[config.mk]
export PLATFORM = sky130hd
export DESIGN_NAME = ssd_scan_n
export DESIGN_NICKNAME = d
export VERILOG_FILES = /design/src/rtl/ssd_pkg.sv /design/src/rtl/ssd_hex_dec.sv /design/src/rtl/ssd_scan_n.sv
export SDC_FILE = /design/constraint.sdc
export NUM_CORES = 1
export LEC_CHECK = 0
export BUFFER_PORTS_ARGS = -buffer_cell sky130_fd_sc_hd__buf_2
export CORE_ASPECT_RATIO = 1.2
export CORE_MARGIN = 1
export CORE_UTILIZATION = 56
export DETAILED_ROUTE_END_ITERATION = 6
export PLACE_DENSITY_LB_ADDON = 0.2
export REMOVE_ABC_BUFFERS = 1
export SLEW_MARGIN = 10
export SYNTH_ARGS = -nofsm -noshare
export SYNTH_HDL_FRONTEND = slang
export SYNTH_SLANG_ARGS = --single-unit
[constraint.sdc]
create_clock -name clk -period 2.7 [get_ports clk]
set_clock_uncertainty 0.1 [all_clocks]
set_input_delay 0.27 -clock clk [delete_from_list [all_inputs] [get_ports clk]]
set_output_delay 0.27 -clock clk [all_outputs]
set_load 0.01 [all_outputs]
[src/rtl/ssd_pkg.sv]
// Shared constants for the seven-segment scan controller family.
package ssd_pkg;

  localparam int unsigned SSD_RATE_W   = 16;
  localparam int unsigned SSD_BRIGHT_W = 4;

  // Active-low segment patterns, bit order {a,b,c,d,e,f,g}
  localparam logic [6:0] SEG_0     = 7'b0000001;
  localparam logic [6:0] SEG_1     = 7'b1001111;
  localparam logic [6:0] SEG_2     = 7'b0010010;
  localparam logic [6:0] SEG_3     = 7'b0000110;
  localparam logic [6:0] SEG_4     = 7'b1001100;
  localparam logic [6:0] SEG_5     = 7'b0100100;
  localparam logic [6:0] SEG_6     = 7'b0100000;
  localparam logic [6:0] SEG_7     = 7'b0001111;
  localparam logic [6:0] SEG_8     = 7'b0000000;
  localparam logic [6:0] SEG_9     = 7'b0000100;
  localparam logic [6:0] SEG_A     = 7'b0000010;
  localparam logic [6:0] SEG_B     = 7'b1100000;
  localparam logic [6:0] SEG_C     = 7'b0110001;
  localparam logic [6:0] SEG_D     = 7'b1000010;
  localparam logic [6:0] SEG_E     = 7'b0110000;
  localparam logic [6:0] SEG_F     = 7'b0111000;
  localparam logic [6:0] SEG_BLANK = 7'h7F;

endpackage

[src/rtl/ssd_hex_dec.sv]
// Combinational hex nibble to active-low seven-segment decoder.
module ssd_hex_dec
  import ssd_pkg::*;
(
  input  logic [3:0] hex_i,
  output logic [6:0] seg_o
);

  // Table lookup of the glyph for one hex digit
  always_comb begin
    seg_o = SEG_BLANK;
    case (hex_i)
      4'h0: seg_o = SEG_0;
      4'h1: seg_o = SEG_1;
      4'h2: seg_o = SEG_2;
      4'h3: seg_o = SEG_3;
      4'h4: seg_o = SEG_4;
      4'h5: seg_o = SEG_5;
      4'h6: seg_o = SEG_6;
      4'h7: seg_o = SEG_7;
      4'h8: seg_o = SEG_8;
      4'h9: seg_o = SEG_9;
      4'hA: seg_o = SEG_A;
      4'hB: seg_o = SEG_B;
      4'hC: seg_o = SEG_C;
      4'hD: seg_o = SEG_D;
      4'hE: seg_o = SEG_E;
      4'hF: seg_o = SEG_F;
      default: seg_o = SEG_BLANK;
    endcase
  end

endmodule

[src/rtl/ssd_scan_n.sv]
// Multiplexed seven-segment scan controller: programmable slot length,
// PWM brightness, leading-zero suppression and double-buffered frame data.
module ssd_scan_n
  import ssd_pkg::*;
#(
  parameter int unsigned DIGITS   = 4,
  parameter int unsigned RATE_W   = SSD_RATE_W,
  parameter int unsigned BRIGHT_W = SSD_BRIGHT_W
) (
  input  logic                  clk,
  input  logic                  rst,
  input  logic                  en,
  input  logic [RATE_W-1:0]     rate,
  input  logic [4*DIGITS-1:0]   data_in,
  input  logic [DIGITS-1:0]     dp_in,
  input  logic [DIGITS-1:0]     blank_in,
  input  logic                  lz_en,
  input  logic                  load,
  input  logic [BRIGHT_W-1:0]   bright,
  output logic [DIGITS-1:0]     anode,
  output logic [6:0]            seg,
  output logic                  dp,
  output logic                  frame_done
);

  localparam int unsigned      IDX_W    = $clog2(DIGITS);
  localparam logic [IDX_W-1:0] IDX_LAST = IDX_W'(DIGITS - 1);

  typedef struct packed {
    logic [4*DIGITS-1:0] data;
    logic [DIGITS-1:0]   dp;
    logic [DIGITS-1:0]   blank;
  } frame_t;

  logic [RATE_W-1:0]   cnt_q, cnt_d;
  logic [IDX_W-1:0]    idx_q, idx_d;
  logic [BRIGHT_W-1:0] pwm_q, pwm_d;
  frame_t              shadow_q, shadow_d;
  frame_t              active_q, active_d;
  logic                pending_q, pending_d;
  logic [DIGITS-1:0]   anode_q, anode_d;
  logic [6:0]          seg_q, seg_d;
  logic                dp_q, dp_d;
  logic                fd_q, fd_d;

  logic                tick, wrap;
  frame_t              in_frame;
  logic [3:0]          cur_nib;
  logic                cur_dp, cur_blank, suppressed, hi_zero, lit, dark;
  logic [DIGITS-1:0]   sel_anode;
  logic [6:0]          dec_seg;

  assign in_frame = '{data: data_in, dp: dp_in, blank: blank_in};

  // Slot counter, digit index, PWM counter and shadow/active buffer handover
  always_comb begin
    cnt_d     = cnt_q;
    idx_d     = idx_q;
    pwm_d     = pwm_q;
    shadow_d  = shadow_q;
    active_d  = active_q;
    pending_d = pending_q;
    tick      = en && (cnt_q >= rate);
    wrap      = tick && (idx_q == IDX_LAST);
    if (en) begin
      cnt_d = tick ? '0 : cnt_q + RATE_W'(1);
      pwm_d = pwm_q + BRIGHT_W'(1);
    end
    if (tick) begin
      idx_d = wrap ? '0 : idx_q + IDX_W'(1);
    end
    // A load landing on the wrap bypasses the shadow so the very next
    // frame already shows it; otherwise it waits in shadow until the wrap.
    if (load && wrap) begin
      shadow_d  = in_frame;
      active_d  = in_frame;
      pending_d = 1'b0;
    end else begin
      if (wrap && pending_q) begin
        active_d  = shadow_q;
        pending_d = 1'b0;
      end
      if (load) begin
        shadow_d  = in_frame;
        pending_d = 1'b1;
      end
    end
  end

  // Select the current digit and evaluate leading-zero suppression,
  // scanning from the most significant nibble downwards
  always_comb begin
    cur_nib    = 4'h0;
    cur_dp     = 1'b0;
    cur_blank  = 1'b0;
    suppressed = 1'b0;
    sel_anode  = '1;
    hi_zero    = 1'b1;
    for (int unsigned j = 0; j < DIGITS; j++) begin
      hi_zero = hi_zero && (active_q.data[4*(DIGITS-1-j) +: 4] == 4'h0);
      if (IDX_W'(DIGITS - 1 - j) == idx_q) begin
        cur_nib                 = active_q.data[4*(DIGITS-1-j) +: 4];
        cur_dp                  = active_q.dp[DIGITS-1-j];
        cur_blank               = active_q.blank[DIGITS-1-j];
        sel_anode[DIGITS-1-j]   = 1'b0;
        suppressed              = lz_en && (j != DIGITS - 1) && hi_zero;
      end
    end
  end

  ssd_hex_dec u_dec (
    .hex_i (cur_nib),
    .seg_o (dec_seg)
  );

  // Output pattern for the current slot, dark when any blanking source applies
  always_comb begin
    lit     = (bright == '1) || (pwm_q < bright);
    dark    = !en || cur_blank || suppressed || !lit;
    anode_d = '1;
    seg_d   = SEG_BLANK;
    dp_d    = 1'b1;
    fd_d    = wrap;
    if (!dark) begin
      anode_d = sel_anode;
      seg_d   = dec_seg;
      dp_d    = ~cur_dp;
    end
  end

  // State and registered outputs with synchronous active-low reset
  always_ff @(posedge clk) begin
    if (!rst) begin
      cnt_q     <= '0;
      idx_q     <= '0;
      pwm_q     <= '0;
      shadow_q  <= '0;
      active_q  <= '0;
      pending_q <= 1'b0;
      anode_q   <= '1;
      seg_q     <= SEG_BLANK;
      dp_q      <= 1'b1;
      fd_q      <= 1'b0;
    end else begin
      cnt_q     <= cnt_d;
      idx_q     <= idx_d;
      pwm_q     <= pwm_d;
      shadow_q  <= shadow_d;
      active_q  <= active_d;
      pending_q <= pending_d;
      anode_q   <= anode_d;
      seg_q     <= seg_d;
      dp_q      <= dp_d;
      fd_q      <= fd_d;
    end
  end

  assign anode      = anode_q;
  assign seg        = seg_q;
  assign dp         = dp_q;
  assign frame_done = fd_q;

endmodule

* After elaboration in Yosys (flattened, before gate mapping)
Memory sizes are Yosys's and may differ from the RTL's. A register that Yosys moved wholly into a read port is not among the register bits. Cells that the tools add are included.
Word-level totals: flip-flop bits (word level) 77, bits in latches 0, bits in writable memories 0, bits in read-only memories 112, bits of input ports 49, output and inout bits 13, logic and storage cells 78, memories kept 1
Memory list:
- (no name shown) | words 16, width 7, read ports 1, clocked after Yosys merged registers in 1, write ports 0, line ssd_hex_dec.sv:12 | case (hex_i)
Cells by class: add/sub/neg operators 3, multipliers 0, div/mod/pow operators 0, order comparisons 2, equality and inequality tests 5, shift-type cells 0, muxes and demuxes 28, bitwise operators 2, reduce and logical (&&, ||, !) cells 24
Operators by type and width (count):
- two-way mux 24 bit | 4
- two-way mux 1 bit | 18
- adder 16 x 1 -> 16 bit (second input constant) | 1
- >= comparator 16 bit | 1
- two-way mux 16 bit | 1
- two-way mux 4 bit | 4
- logical NOT 4 bit | 3
- logical AND 1 bit | 9
- nonzero test 2 bit | 3
- adder 4 x 1 -> 4 bit (second input constant) | 1
- == test 2 bit (first input constant) | 2
- == test 4 bit (second input constant) | 1
- logical OR 1 bit | 4
- less-than comparator 4 bit | 1
- OR reduction 2 bit | 2
- adder 2 x 1 -> 2 bit (second input constant) | 1
- == test 1 x 2 -> 1 bit (first input constant) | 1
- == test 2 bit (second input constant) | 1
- logical NOT 1 bit | 2
- logical NOT 2 bit | 1
- two-way mux 2 bit | 1
- NOT 1 bit | 2

* Logic depth before layout (Yosys ltp)
Gate-level depths: netlist of run 1.
depth after elaboration 9, gate-level depth with buffers 13, depth with buffers taken out 12

* Cells and area by module
Synthesis of run 1 repeated with hierarchy kept, for this count alone.
Unflattened totals: cells, all modules 459, area total of the unflattened synthesis 4269.1 um2
Modules (own cells, without submodules):
- ssd_scan_n | instances 1, cells an instance 428, area each 4031.4 um2, seq. area each 1681.6 um2
- ssd_hex_dec | instances 1, cells an instance 31, area each 237.7 um2, seq. area each 0.0 um2

* Least setup slack after synthesis of run 1
No wires, ideal clock.
path kind register to register, from register idx_q[0], to register seg_q[1], in the netlist seg[1], setup time 119 ps, data arrival time 2222 ps, required time 2481 ps, slack 259 ps, stages on the path, launching flop included 12, path buffers 1, clock period less this slack 2441 ps, cells stage by stage dfxtp_1 inv_1 ha_1 buf_2 a21oi_1 o21ai_0 a22oi_1 inv_1 ha_1 mux2_2 mux2i_1 nand2_1
Between the ends: cells in the longest elaborated chain, start to end 9, elaborated cells between the ends (all ways) 20, those cells by class 3 x eq/ne; 12 x mux; 5 x reduce/logical
RTL lines:
- start: declaration | line ssd_scan_n.sv:36 | logic [IDX_W-1:0] idx_q, idx_d;
- start signal: assignment | line ssd_scan_n.sv:146 | idx_q <= idx_d;
- == test 2 bit | line ssd_scan_n.sv:101 | if (IDX_W'(DIGITS - 1 - j) == idx_q) begin
- two-way mux 1 bit (4 in a row) | line ssd_scan_n.sv:101
- logical OR 1 bit (3 in a row) | line ssd_scan_n.sv:119 | dark = !en || cur_blank || suppressed || !lit;
- OR reduction 2 bit (no line)
- end: declaration | line ssd_scan_n.sv:42 | logic [6:0] seg_q, seg_d;
Several ways; a longest one is shown, not always the timed one. A chain may end at the register's enable or synchronous reset.

* Worst setup path in the final report of run 1
from register cnt_q[0], to register active_q[20] (netlist bit)
Between the ends: cells in the longest elaborated chain, start to end 5, elaborated cells between the ends (all ways) 7, those cells by class 1 x order compare; 1 x mux; 5 x reduce/logical
RTL lines:
- start: declaration | line ssd_scan_n.sv:35 | logic [RATE_W-1:0] cnt_q, cnt_d;
- start signal: assignment | line ssd_scan_n.sv:145 | cnt_q <= cnt_d;
- >= comparator 16 bit (*) | line ssd_scan_n.sv:63 | tick = en && (cnt_q >= rate);
- logical AND 1 bit (*) | line ssd_scan_n.sv:63
- logical AND 1 bit (*) | line ssd_scan_n.sv:64 | wrap = tick && (idx_q == IDX_LAST);
- logical AND 1 bit, on equally long branches | line ssd_scan_n.sv:74, ssd_scan_n.sv:79
- two-way mux 24 bit or nonzero test 2 bit (tied branches)
- end signal: assignment | line ssd_scan_n.sv:149 | active_q <= active_d;
- end: declaration | line ssd_scan_n.sv:39 | frame_t active_q, active_d;
Every way passes the cells marked *; elsewhere a longest branch is shown, timed or not.

==> results of run 1 <==
-- state kept, by name (all words and copies together) (netlist names) --
| name | flops |
|---|---|
| active_q | 24 |
| shadow_q | 24 |
| cnt_q | 16 |
| seg | 7 |
| anode | 4 |
| pwm_q | 4 |
| idx_q | 2 |
| dp | 1 |
| frame_done | 1 |
| pending_q | 1 |
-- how the worst max path moves through the flow --
stage	startpoint	endpoint	slack [ns]	cells after the start
after global routing	idx_q[0]$_SDFFE_PN0N_	seg[3]$_SDFF_PP1_	0.07	10
after CTS	cnt_q[0]$_SDFFE_PN0P_	active_q[2]$_SDFFE_PN0P_	0.08	8
final	cnt_q[0]$_SDFFE_PN0P_	active_q[20]$_SDFFE_PN0P_	0.24	8
after detailed placement	cnt_q[0]$_SDFFE_PN0P_	active_q[10]$_SDFFE_PN0P_	0.12	8
after floorplan	cnt_q[14]$_SDFFE_PN0P_	cnt_q[0]$_SDFFE_PN0P_	-0.46	6
after global placement	cnt_q[0]$_SDFFE_PN0P_	active_q[17]$_SDFFE_PN0P_	0.21	8
-- cell usage in the layout, fill, tap and decap left out, drive strengths merged, types with 12 or more instances in the layout --
master and n:
nor2b 26, a32o 24, o21ai 12, buf 74, mux2i 31, nor2 22
dfxtp 84, a21oi 16, inv 30, ha 31, nand2 31
-- power groups by stage --
stage,Combinational [W],Sequential [W],Clock [W]
after floorplan,0.000102,0.00132,0
after global placement,0.000186,0.00132,0
after detailed placement,0.000194,0.00132,0
after CTS,0.000195,0.00129,0.00115
after global routing,0.000217,0.00129,0.00120
final,0.000195,0.00129,0.00113
-- final cells by class --
| type | instances | area [sq um] |
|---|---|---|
| multi-input cells | 278 | 2170 |
| well taps | 87 | 108.9 |
| clock inverters | 5 | 125.1 |
| repair buffers | 74 | 415.4 |
| flip-flops and latches | 84 | 1682 |
| fillers | 560 | 2196 |
| clock buffers | 10 | 127.6 |
| inverters | 30 | 112.6 |
-- kinds of logic after synthesis --
family          share of synthesized area
simple gates                       0.1680
flops                              0.4129
compound gates                     0.1444
buf+inv                           0.05898
mux                               0.08172
fa+ha+maj                         0.09524
xor+xnor                          0.03871
-- routing by layer --
layer | up-vias | track usage | wire (microns)
met4 | 0 | 0.08036 | 109
li1 | 1578 | - | -
met3 | 11 | 0.04402 | 302
met1 | 1411 | 0.2443 | 3399
met2 | 62 | 0.4281 | 4198
met5 | - | 0 | 0
-- stage by stage --
step           setup slack, ns  TNS (ns)
2_1_floorplan          -0.4599    -6.714
3_3_place_gp            0.2058         0
3_5_place_dp            0.1160         0
4_1_cts                0.08072         0
5_1_grt                0.07420         0
6_report                0.2392         0
-- worst max-delay path, delay by kind of cell (launching register included) --
kind	cells	cell delay, ns
compound gates	4	1.08
fa+ha+maj	1	0.27
buf+inv	2	0.36
flops	1	0.41
simple gates	1	0.14
==> impl_results.md, run 1 <==
- Vias in the first global route: 2959
- Power Dens Cells: 550.4 nW/um^2
- RD Place Congestion: between 0.7 and 0.8
- Top cells by area, synth: dfxtp_1, ha_1, mux2i_1
- Initial DRT Pass Iterations: 4
- Layout Utilization: 0.6834
- Placed Area: roughly 4500 sq um
- Syn Inst Count: 414
- Initial DRC Count: 137
- R2r startpoint: cnt_q[0]$_SDFFE_PN0P_
- Fmax: 406.4 MHz
- PortBufs: 61
- Critical path class: register to register
- RSZ-0062 raised after global routing: false
- Sw Pwr: roughly 0.00054 W
- Worst endpoint required time: between 2 and 3 ns
- Post-synth EDFFs: 0
- CP max stage delay: 0.41 ns
- Yosys Warn Count: 0
- Internal power: between 0.002 and 0.0025 W
- H-tree levels: 3
- Num Clock Sinks: 84
- Fraction of layout cells with a size suffix above 1: 0.2183
- Post-Route WL: between 8000 and 9000 microns
- PostCTS Resize Cnt: 0
- Clock slew seen by the registers of the worst setup and hold paths: 0.08 ns
- Worst setup SP type: register
- Outcome: complete, no violations
- Synthesized flop and latch total: 84
- Comb power frac: 0.075
- Period minus WS final: approximately 2.5 ns
- CTS Buf Count: 9
- Setup violations, final: 0
- Initial antenna violation count: 0
- Final Hold Viols: 0
- Lkg Pwr: between 2 and 2.5 nW
- Worst VDD drop: 439.4 uV
- Std-Cell Rows: 33
- Clk Tree Root Cell: clkbuf_8
- Cells on worst reg2reg path: 8
- Total track usage: 0.2249
- Period utilisation layout: 0.9114
- Antenna Violating Nets Remaining: 0
- Initial Util: 0.5871
- Hold Path Class: input port to register
- Drt wl/cell: 14.10 microns
- Area Overhead vs Synth: 16.41%
- Hold Crit Endpoint: shadow_q[20]$_SDFFE_PN0P_
- Clk_lat worst skew: 0.35 ns
- Post-CTS setup repair buffer count: 0
- Via Count: 3062
- Netlist cell types: 48
- Measured slew at the worst slew-check pin: 0.6111 ns
- Main flop type after synthesis: dfxtp_1
- Switching Share: 0.2068
- Hold wc startpoint: data_in[12]
- Max Root-Sink Buffers: 2
- Core area: 6937 sq um
- RR Endpoint: active_q[20]$_SDFFE_PN0P_
- Arrival time worst endpoint: 2.61 ns
- Final Power: 0.002610 W
- Fin cells: 568
- Relative slew slack: 0.5888
- Setup slack, reg-to-reg: 0.24 ns
- Worst Setup End Kind: register
- Most frequent cells after synthesis: dfxtp_1, ha_1, mux2i_1, nand2_1, inv_1
- Cell taking the most area after synthesis: dfxtp_1
- DRC viols: 0
- Yosys top cell area share: 0.4129
- Worst hold stages: 3
- Clk network pwr share: 0.432
- Vias per inst: 5.391
- ANT cells: 0
- Max-Cap Viols: 0
- Critical-path maximum fanout: 30
- Count leader, synth: dfxtp_1
- Nets: about 560
- Placed Cells: 552
- Post-route design area: around 4700 sq um
- Die footprint: 7619 sq um
- DIE WIDTH: 79.85 microns
- Hold_buf cts: 0
- # IOs: 62
- Sequential share of power: 0.494
- CP Cell Sequence: inv_1, ha_1, nand2b_1, a2111o_1, a31oi_1, o22ai_2, buf_4, a32o_1
- Slew Limit Fails: 0
- Post-Syn Area: 4073 sq um
- TritonCTS clock tree: yes
- CP max-delay cell: dfxtp_1
- First-pass GRT wire length: 13170 microns
- Post-synth ARST share: 0
- Avg Inst Size Synth: ~10 sq um
- Largest net degree at the start of global routing: 31
- Seq/Total Area, Yosys: 0.4129
- Hold Slack: 0.1345 ns
- Detail Placement HPWL: 5720 microns
- Global route overflow: 0
- Chip Height: 95.42 microns
Power figures use the tool's default switching activity.
==> run 2: changes to the inputs <==
CORE_UTILIZATION = 50   (was 56)
==> run 2 against run 1 <==
- the run now ends with DRC left
- die area is 12% higher
- power is 9.5% lower
- clock power is 22% lower
- final cell count is 1.1% higher
- first-iteration DRC count is 22% lower
- sequential power hardly changed
- critical path type unchanged
- largest cell class unchanged
- highest routed layer unchanged
==> impl_results.md, run 2 (same netlist as run 1, synthesis figures left out) <==
- Clock slew seen by the registers of the worst setup and hold paths: 0.08 ns (about the same)
- Placed Area: 4476 sq um (was 4469 sq um)
- First-pass GRT wire length: 12920 microns (was 13170 microns)
- Period utilisation layout: 0.9236 (was 0.9114)
- Nets: 557 (unchanged)
- Max-Cap Viols: 0 (unchanged)
- Chip Height: 100.9 microns (was 95.42 microns)
- Lkg Pwr: 2.077 nW (was 2.111 nW)
- Vias in the first global route: 2975 (was 2959)
- Num Clock Sinks: 84 (unchanged)
- # IOs: 62 (unchanged)
- Detail Placement HPWL: 5496 microns (was 5720 microns)
- Failing checks: DRC
- Worst Setup End Kind: register (unchanged)
- Commonest cells after routing, fill and taps aside: dfxtp_1, buf_2, nand2_1, mux2i_1, ha_1 (unchanged)
- Outcome: finished, violations left (was complete, no violations)
- Critical path class: register to register (unchanged)
- Vias per inst: 5.345 (was 5.391)
- Max Root-Sink Buffers: 2 (unchanged)
- Initial DRC Count: 107 (was 137)
- PortBufs: 61 (unchanged)
- DRC viols: 10 (was 0)
- Relative slew slack: 0.5518 (was 0.5888)
- Initial DRT Pass Iterations: 6 (was 4)
- Period minus WS final: 2.494 ns (was 2.461 ns)
- Fin cells: 574 (was 568)
- TritonCTS clock tree: yes (unchanged)
- Total track usage: 0.1898 (was 0.2249)
- Fillers: 691 (was 560)
- CTS Buf Count: 9 (unchanged)
- Layout Utilization: 0.6008 (was 0.6834)
- Drt wl/cell: 13.27 microns (was 14.10 microns)
- ANT cells: 0 (unchanged)
- Largest registers: active_q x24, shadow_q x24, cnt_q x16 (unchanged)
- Power Dens Cells: 504.5 nW/um^2 (was 550.4 nW/um^2)
- Initial Util: 0.5225 (was 0.5871)
- RSZ-0062 raised after global routing: false (unchanged)
- H-tree levels: 3 (unchanged)
- RD Place Congestion: 0.8116 (was 0.7978)
- Hold Path Class: input port to register (unchanged)
- Via Count: 3068 (was 3062)
- Die footprint: 8511 sq um (was 7619 sq um)
- Worst setup SP type: register (unchanged)
- Worst endpoint required time: 2.89 ns (was 2.85 ns)
- Arrival time worst endpoint: 2.68 ns (was 2.61 ns)
- Fmax: 401.0 MHz (was 406.4 MHz)
- Initial antenna violation count: 0 (unchanged)
- DIE WIDTH: 84.39 microns (was 79.85 microns)
- Area Overhead vs Synth: 14.99% (was 16.41%)
- Post-route design area: 4683 sq um (was 4741 sq um)
- Largest net degree at the start of global routing: 31 (unchanged)
- Placed Cells: 557 (was 552)
- Antenna Violating Nets Remaining: 0 (unchanged)
- Post-Route WL: 7615 microns (was 8009 microns)
- Std-Cell Rows: 35 (was 33)
- Core area: 7795 sq um (was 6937 sq um)
- Final Hold Viols: 0 (unchanged)
- Global route overflow: 0 (unchanged)
- Critical-path maximum fanout: 12 (was 30)
- Fraction of layout cells with a size suffix above 1: 0.2137 (was 0.2183)
- Measured slew at the worst slew-check pin: 0.6662 ns (was 0.6111 ns)
- Clk Tree Root Cell: clkbuf_8 (unchanged)
- Clk_lat worst skew: 0.34 ns (was 0.35 ns)
- Slew Limit Fails: 0 (unchanged)
- Commonest non-fill, non-tap cell in the layout: dfxtp_1 (unchanged)
- Worst VDD drop: 325.9 uV (was 439.4 uV)
- Setup violations, final: 0 (unchanged)
## run 2: changes by cell type in the layout (fill, tap and decap cells not counted)
cell       before  now
o21ai_0        10   11
a21boi_4        2    1
clkbuf_1        1    4
clkbuf_8        9   11
clkinv_2        1    0
a21boi_2        0    1
bufinv_16       4    1
o21ai_1         2    1
## run 2: cell type report
cell class                      count  area, sq um  area share
Multi-Input combinational cell    278         2162      0.4617
Tap cell                           92        115.1     0.02458
Timing Repair Buffer               74        415.4     0.08870
Inverter                           30        112.6     0.02404
Clock buffer                       15        166.4     0.03553
Clock inverter                      1        30.03    0.006412
Sequential cell                    84         1682      0.3591
## run 2: critical path: stages, from the launching register on
cell and delay (ns):
dfxtp_1 0.33, inv_1 0.04, ha_1 0.27, nand2b_1 0.14, a2111o_1 0.40, a31oi_1 0.23, o22ai_2 0.19, a21boi_2 0.53
a32o_1 0.20
## run 2: through the flow
step                      setup TNS (ns)  hold slack, ns  worst slack, ns  power, W
after CTS                              0          0.1329           0.1541  0.002403
final                                  0          0.1395           0.2062  0.002363
after detailed placement               0          0.3555           0.1618  0.001511
after global routing                   0          0.1486          0.02029  0.002477
after floorplan                   -6.714          0.2917          -0.4599  0.001419
after global placement                 0          0.3480           0.2176  0.001504
## run 2: repair_timing
item,CTS,global route
buffers inserted,0,0
endpoints found under the setup margin,0,2
resized for setup,0,0
hold buffers,0,0
## run 2: worst paths after layout
path,startpoint,to,slack [ns],cells past startpoint
worst min-delay path,blank_in[3],shadow_q[3]$_SDFFE_PN0P_,0.14,3
worst max-delay path,cnt_q[0]$_SDFFE_PN0P_,active_q[1]$_SDFFE_PN0P_,0.21,8
worst min register to register,active_q[4]$_SDFFE_PN0P_,active_q[4]$_SDFFE_PN0P_,0.37,1
worst max register to register,cnt_q[0]$_SDFFE_PN0P_,active_q[1]$_SDFFE_PN0P_,0.21,8
## run 2: metal layers
| layer | vias to the layer above | global-route usage | wire length (microns) |
|---|---|---|---|
| li1 | 1581 | - | - |
| met1 | 1421 | 0.2267 | 3487 |
| met2 | 62 | 0.3392 | 3801 |
| met3 | 4 | 0.02867 | 289 |
| met4 | 0 | 0.08475 | 36 |
| met5 | - | 0 | 0 |
## run 2: power by group
group          internal, W  switching [W]  leakage [nW]  total [W]
registers          0.00127      0.0000127         0.685    0.00129
logic            0.0000958      0.0000989          1.29   0.000195
clock network     0.000480       0.000402        0.0979   0.000882
